### src/rtl/spi_pkg.sv
// Shared definitions for the SPI receive path: word size, receiver states and
// the values the input synchronisers take on reset.
package spi_pkg;

  localparam int SPI_WORD_W = 12;

  typedef enum logic [1:0] {
    IDLE  = 2'd0,
    LEAD  = 2'd1,
    SHIFT = 2'd2,
    DONE  = 2'd3
  } rx_state_t;

  // Reset presets look like an idle, deselected bus.
  localparam logic SYNC_RST_SCLK = 1'b0;
  localparam logic SYNC_RST_CS   = 1'b1;
  localparam logic SYNC_RST_MOSI = 1'b0;

endpackage

### src/rtl/spi_sync_edge.sv
// Brings sclk/cs/mosi into the clk domain and flags sclk falling edges.
// The fall flag is built from registered samples only, so it is glitch-free.
module spi_sync_edge
  import spi_pkg::*;
#(
  parameter int SYNC_STAGES = 2
) (
  input  logic clk,
  input  logic rst,
  input  logic sclk,
  input  logic cs,
  input  logic mosi,
  output logic cs_s,
  output logic mosi_s,
  output logic fall
);

  logic [SYNC_STAGES-1:0] r_sclk_sync;
  logic [SYNC_STAGES-1:0] r_cs_sync;
  logic [SYNC_STAGES-1:0] r_mosi_sync;
  logic                   r_sclk_prev;
  logic                   w_sclk_s;

  always_ff @(posedge clk) begin
    if (rst) begin
      r_sclk_sync <= {SYNC_STAGES{SYNC_RST_SCLK}};
      r_cs_sync   <= {SYNC_STAGES{SYNC_RST_CS}};
      r_mosi_sync <= {SYNC_STAGES{SYNC_RST_MOSI}};
      r_sclk_prev <= SYNC_RST_SCLK;
    end else begin
      r_sclk_sync <= {r_sclk_sync[SYNC_STAGES-2:0], sclk};
      r_cs_sync   <= {r_cs_sync[SYNC_STAGES-2:0], cs};
      r_mosi_sync <= {r_mosi_sync[SYNC_STAGES-2:0], mosi};
      r_sclk_prev <= w_sclk_s;
    end
  end

  assign w_sclk_s = r_sclk_sync[SYNC_STAGES-1];
  assign cs_s     = r_cs_sync[SYNC_STAGES-1];
  assign mosi_s   = r_mosi_sync[SYNC_STAGES-1];
  assign fall     = r_sclk_prev & ~w_sclk_s;

endmodule

### src/rtl/spi_rx_deser.sv
// SPI receiver: deserialises LSB-first frames sampled on sclk falling edges
// into a one-entry valid/ready output with sticky overrun/framing flags.
module spi_rx_deser
  import spi_pkg::*;
#(
  parameter int WIDTH       = SPI_WORD_W,
  parameter int SYNC_STAGES = 2,
  parameter int LEAD_EDGES  = 1
) (
  input  logic             clk,
  input  logic             rst,
  input  logic             sclk,
  input  logic             cs,
  input  logic             mosi,
  output logic [WIDTH-1:0] dout,
  output logic             dout_valid,
  input  logic             dout_ready,
  input  logic             err_clr,
  output logic             overrun,
  output logic             frame_err,
  output logic             busy
);

  localparam int BIT_CNT_W  = (WIDTH > 1) ? $clog2(WIDTH) : 1;
  localparam int LEAD_CNT_W = (LEAD_EDGES > 1) ? $clog2(LEAD_EDGES) : 1;
  localparam int SETTLE_W   = $clog2(SYNC_STAGES + 1);

  localparam logic [BIT_CNT_W-1:0]  BIT_LAST   = BIT_CNT_W'(WIDTH - 1);
  localparam logic [LEAD_CNT_W-1:0] LEAD_LAST  = LEAD_CNT_W'((LEAD_EDGES > 0) ? LEAD_EDGES - 1 : 0);
  localparam logic [SETTLE_W-1:0]   SETTLE_MAX = SETTLE_W'(SYNC_STAGES);

  rx_state_t r_state;
  rx_state_t w_state_nxt;

  logic                  w_cs_s;
  logic                  w_mosi_s;
  logic                  w_fall;

  logic [BIT_CNT_W-1:0]  r_bit_cnt;
  logic [LEAD_CNT_W-1:0] r_lead_cnt;
  logic [WIDTH-1:0]      r_shift;
  logic [WIDTH-1:0]      w_shift_next;
  logic [SETTLE_W-1:0]   r_settle;
  logic                  r_armed;

  logic [WIDTH-1:0]      r_dout;
  logic                  r_dout_valid;
  logic                  r_overrun;
  logic                  r_frame_err;

  logic                  w_cnt_clr;
  logic                  w_lead_inc;
  logic                  w_shift_en;
  logic                  w_word_done;
  logic                  w_ferr_evt;
  logic                  w_accept;
  logic                  w_ovr_evt;

  spi_sync_edge #(
    .SYNC_STAGES(SYNC_STAGES)
  ) u_sync (
    .clk    (clk),
    .rst    (rst),
    .sclk   (sclk),
    .cs     (cs),
    .mosi   (mosi),
    .cs_s   (w_cs_s),
    .mosi_s (w_mosi_s),
    .fall   (w_fall)
  );

  assign w_shift_next = {w_mosi_s, r_shift[WIDTH-1:1]};

  always_ff @(posedge clk) begin
    if (rst) begin
      r_state <= IDLE;
    end else begin
      r_state <= w_state_nxt;
    end
  end

  always_comb begin
    w_state_nxt = r_state;
    w_cnt_clr   = 1'b0;
    w_lead_inc  = 1'b0;
    w_shift_en  = 1'b0;
    w_word_done = 1'b0;
    w_ferr_evt  = 1'b0;
    case (r_state)
      IDLE: begin
        if (r_armed && !w_cs_s) begin
          w_cnt_clr   = 1'b1;
          w_state_nxt = (LEAD_EDGES == 0) ? SHIFT : LEAD;
        end
      end
      LEAD: begin
        if (w_cs_s) begin
          w_ferr_evt  = 1'b1;
          w_state_nxt = IDLE;
        end else if (w_fall) begin
          if (r_lead_cnt == LEAD_LAST) begin
            w_state_nxt = SHIFT;
          end else begin
            w_lead_inc = 1'b1;
          end
        end
      end
      SHIFT: begin
        // A completing fall beats a simultaneous cs release.
        if (w_fall && (r_bit_cnt == BIT_LAST)) begin
          w_shift_en  = 1'b1;
          w_word_done = 1'b1;
          w_state_nxt = DONE;
        end else if (w_cs_s) begin
          w_ferr_evt  = 1'b1;
          w_state_nxt = IDLE;
        end else if (w_fall) begin
          w_shift_en = 1'b1;
        end
      end
      DONE: begin
        if (w_cs_s) begin
          w_state_nxt = IDLE;
        end
      end
      default: w_state_nxt = IDLE;
    endcase
  end

  // After reset the cs synchroniser holds presets; only trust cs high once the
  // chain has refilled, so a frame cut by reset is never picked up mid-way.
  always_ff @(posedge clk) begin
    if (rst) begin
      r_settle <= '0;
      r_armed  <= 1'b0;
    end else begin
      if (r_settle != SETTLE_MAX) begin
        r_settle <= r_settle + SETTLE_W'(1);
      end
      if ((r_settle == SETTLE_MAX) && w_cs_s) begin
        r_armed <= 1'b1;
      end
    end
  end

  always_ff @(posedge clk) begin
    if (rst) begin
      r_bit_cnt  <= '0;
      r_lead_cnt <= '0;
    end else if (w_cnt_clr) begin
      r_bit_cnt  <= '0;
      r_lead_cnt <= '0;
    end else begin
      if (w_lead_inc) begin
        r_lead_cnt <= r_lead_cnt + LEAD_CNT_W'(1);
      end
      if (w_shift_en && !w_word_done) begin
        r_bit_cnt <= r_bit_cnt + BIT_CNT_W'(1);
      end
    end
  end

  always_ff @(posedge clk) begin
    if (w_shift_en) begin
      r_shift <= w_shift_next;
    end
  end

  assign w_accept  = w_word_done && (!r_dout_valid || dout_ready);
  assign w_ovr_evt = w_word_done && r_dout_valid && !dout_ready;

  always_ff @(posedge clk) begin
    if (rst) begin
      r_dout       <= '0;
      r_dout_valid <= 1'b0;
      r_overrun    <= 1'b0;
      r_frame_err  <= 1'b0;
    end else begin
      if (w_accept) begin
        r_dout       <= w_shift_next;
        r_dout_valid <= 1'b1;
      end else if (r_dout_valid && dout_ready) begin
        r_dout_valid <= 1'b0;
      end
      r_overrun   <= w_ovr_evt  | (r_overrun   & ~err_clr);
      r_frame_err <= w_ferr_evt | (r_frame_err & ~err_clr);
    end
  end

  assign dout       = r_dout;
  assign dout_valid = r_dout_valid;
  assign overrun    = r_overrun;
  assign frame_err  = r_frame_err;
  assign busy       = (r_state == LEAD) || (r_state == SHIFT);

endmodule
### config.mk
export PLATFORM = sky130hd
export DESIGN_NAME = spi_rx_deser
export DESIGN_NICKNAME = d
export VERILOG_FILES = /design/src/rtl/spi_pkg.sv /design/src/rtl/spi_sync_edge.sv /design/src/rtl/spi_rx_deser.sv
export SDC_FILE = /design/constraint.sdc
export NUM_CORES = 1
export LEC_CHECK = 0
export CAP_MARGIN = 15
export CORE_MARGIN = 2
export CORE_UTILIZATION = 58
export CTS_BUF_LIST = sky130_fd_sc_hd__clkbuf_4 sky130_fd_sc_hd__clkbuf_8 sky130_fd_sc_hd__clkbuf_16
export DETAILED_ROUTE_END_ITERATION = 6
export GPL_ROUTABILITY_DRIVEN = 0
export PLACE_DENSITY = 0.8
export SLEW_MARGIN = 20
export SYNTH_ARGS = -nofsm -noshare
export SYNTH_HDL_FRONTEND = slang
export SYNTH_HIERARCHICAL = 1
export SYNTH_SLANG_ARGS = --single-unit
### constraint.sdc
create_clock -name clk -period 2.85 [get_ports clk]
set_clock_uncertainty 0.05 [all_clocks]
set_input_delay 0.57 -clock clk [delete_from_list [all_inputs] [get_ports clk]]
set_output_delay 0.57 -clock clk [all_outputs]
set_load 0.05 [all_outputs]
==> results of run 1 <==
layout by cell type (no fill, tap or decap), drive strengths merged, types with 3 or more instances in the layout:
cell type and count:
nor2 5, ha 7, clkdlybuf4s50 22, buf 3, nand2b 28, o21ai 3, edfxtp 11, inv 9
a31oi 3, dfxtp 32, clkbuf 7, nand2 3, mux2i 12, or2 3, nor2b 8, a21oi 8
cell type report:
type / instances / area, um^2 / area share [%]
repair buffers: 25 / 243 / 11.5
clock inverters: 1 / 5.00 / 0.238
flip-flops and latches: 43 / 971 / 46.1
clock buffers: 7 / 52.6 / 2.49
multi-input cells: 102 / 747 / 35.5
well taps: 44 / 55.1 / 2.61
inverters: 9 / 33.8 / 1.60
power breakdown:
group	switching [mW]	leakage, nW	internal [mW]
sequential	0.0200	0.359	0.652
combinational	0.120	0.380	0.102
clock	0.181	0.0361	0.115
layer usage:
layer | share of wire [%] | wire (um) | GRT usage, % | vias up
li1 | - | - | - | 601
met1 | 46 | 1390 | 23.2 | 578
met2 | 47 | 1430 | 31.4 | 32
met3 | 5.2 | 157 | 5.41 | 5
met4 | 1.1 | 33 | 9.52 | 0
met5 | 0 | 0 | 0 | -
kinds of logic (layout without fill, tap and decap cells):
| group | after synthesis | in the layout | synth area share, % |
|---|---|---|---|
| AOI/OAI and AO/OA | 26 | 26 | 9.70 |
| DFF | 43 | 43 | 53.4 |
| xor gates and xnor gates | 1 | 1 | 0.482 |
| muxes | 12 | 12 | 6.60 |
| and+or+nand+nor | 56 | 56 | 19.5 |
| adders and majority gates | 7 | 7 | 4.81 |
| buffers and inverters | 17 | 42 | 5.57 |
how the worst max path moves through the flow:
stage / from / end / slack (ns) / cells past startpoint
after global placement: dout_ready / dout[2] / 0.68 / 4
after CTS: r_state[0] / busy / 0.25 / 3
after detailed placement: dout_ready / dout[3] / 0.57 / 4
after global routing: r_state[0] / busy / 0.16 / 3
final: r_state[0] / busy / 0.27 / 3
after floorplan: r_state[0] / busy / 1.24 / 2
flip-flops by register name, summed over array words and instances (netlist names), 2 cells and up:
register            cells
u_sync/r_sclk_sync      2
r_state                 2
u_sync/r_cs_sync        2
r_shift                11
u_sync/r_mosi_sync      2
r_settle                2
dout                   12
r_bit_cnt               4
==> results.cfg, run 1 <==
[pwr]
power_mw = 1.19
power_density_nw_per_um2 = 565
p_leak_nw = 0.775
peakVddDrop_v = 0.000358

[sta]
hold_ws_ns = 0.369
tightest_slew_ns = 0.719
final_max_slew_viol_count = 0
rsz0062_at_grt = false
fin_crit_sh_pct = 90.7
finalHoldViolCount = 0
setup_violations = 0
slew_headroom_pct = 52.0
setup_ws_ns = 0.266
fmax_mhz = 387
period_minus_slack_ns = 2.58
fin_tns_setup_ns = 0

[critical_path]
cpMaxStageDelayCell = clkdlybuf4s50_1
worstPathRequired_ns = 2.23
critPathCaptureType = primary output
r2r-end = dout[3]
crit_family = buffers and inverters
critPathArrivalTime_ns = 1.96
timing.critical_path.fanout_max = 4
start_kind = flip-flop
r2r-start = r_bit_cnt[0]
reg2regPathDepth = 4
critPathBufInv = 2
path_cells = inv_1 > ha_1 > clkdlybuf4s50_1
slowest_delay_ns = 0.81
crit_type = reg2out
regToRegSetupSlack_ns = 0.78

[yosys]
syn_area_um2 = 1820
synth_commonest_cells = dfxtp_1, nand2b_1, mux2i_1, edfxtp_1, inv_1
yosysTopAreaCellShare_pct = 35.2
synth.area.top_cells = dfxtp_1, edfxtp_1, nand2b_1
ys.warnings.count = 6
synth_cell_types = 35
async_flop_share_pct = 0
syn-num-nets = 176
synth_edf_count = 11
synth_area_per_cell_um2 = 11.2
netlist_instances = 162
synth_top_area_cell = dfxtp_1
seq_area_frac_synth_pct = 53.4
synth.most_common_cell = dfxtp_1
synth_flop_cell = dfxtp_1
ys_ff_latch = 43

[place]
place_hpwl_um = 2190
placedInstanceArea_um2 = 2050
dp.cells = 223
place_ws_ns = 0.573
io_buffer_count = 22

[finish]
area_delta_synth_final_pct = 15.8
final_util_pct = 69.6
drive_gt1_share_pct = 8.02
antenna_cells = 0
design_area_um2 = 2110
fill_cells = 239
layout.cells.non_filler = 231
fin_nets = 200

[die]
die-height_um = 60.0
start_util_pct = 60.1
die_w_um = 60.0
core_area_um2 = 3030
std_cell_rows = 20
die_area_um2 = 3600
num_io_pins = 23

[clock_tree]
clock_path_buffers = 2
h-tree-depth = 2
clock_sinks = 43
clkTransAtPathRegs_ns = 0.11
ctsRootBufferMaster = clkbuf_4
worstSkewPairLatency_ns = 0.34
cts.hold.buffers_added = 0
postCtsResizedCells = 0
post_cts_buffers = 0
cts_made_buffers = 5
cts_tree = done

[min_path]
hp-start = u_sync/r_cs_sync[0]
holdPathEnd = u_sync/r_cs_sync[1]
holdPathStages = 1
hold_path_class = reg2reg

[routing]
drt-total-wl_um = 3010
wl_per_cell_um = 13.0
num_vias = 1216
dr.pass1.iters = 4
antenna_left = 0
post_drt_via_cell_ratio = 5.26
drtIter0Drc = 56
drcViolationCount = 0

[global_route]
antenna_found_initial = 0
overflow = 0
grt_pass1_wl_um = 5080
grt_max_degree = 21
grtUsageTotal_pct = 19.2
grt_pass1_vias = 1174

[outcome]
outcome = completed

[job]
drv_cap = 0
(Power assumes the default switching activity.)
==> run 2: changes to the inputs <==
CAP_MARGIN = unset   (was 15)
HOLD_SLACK_MARGIN = 0.15   (was unset)
==> results of run 2 <==
The final DEF is identical to that of run 1; final timing and power are the same.
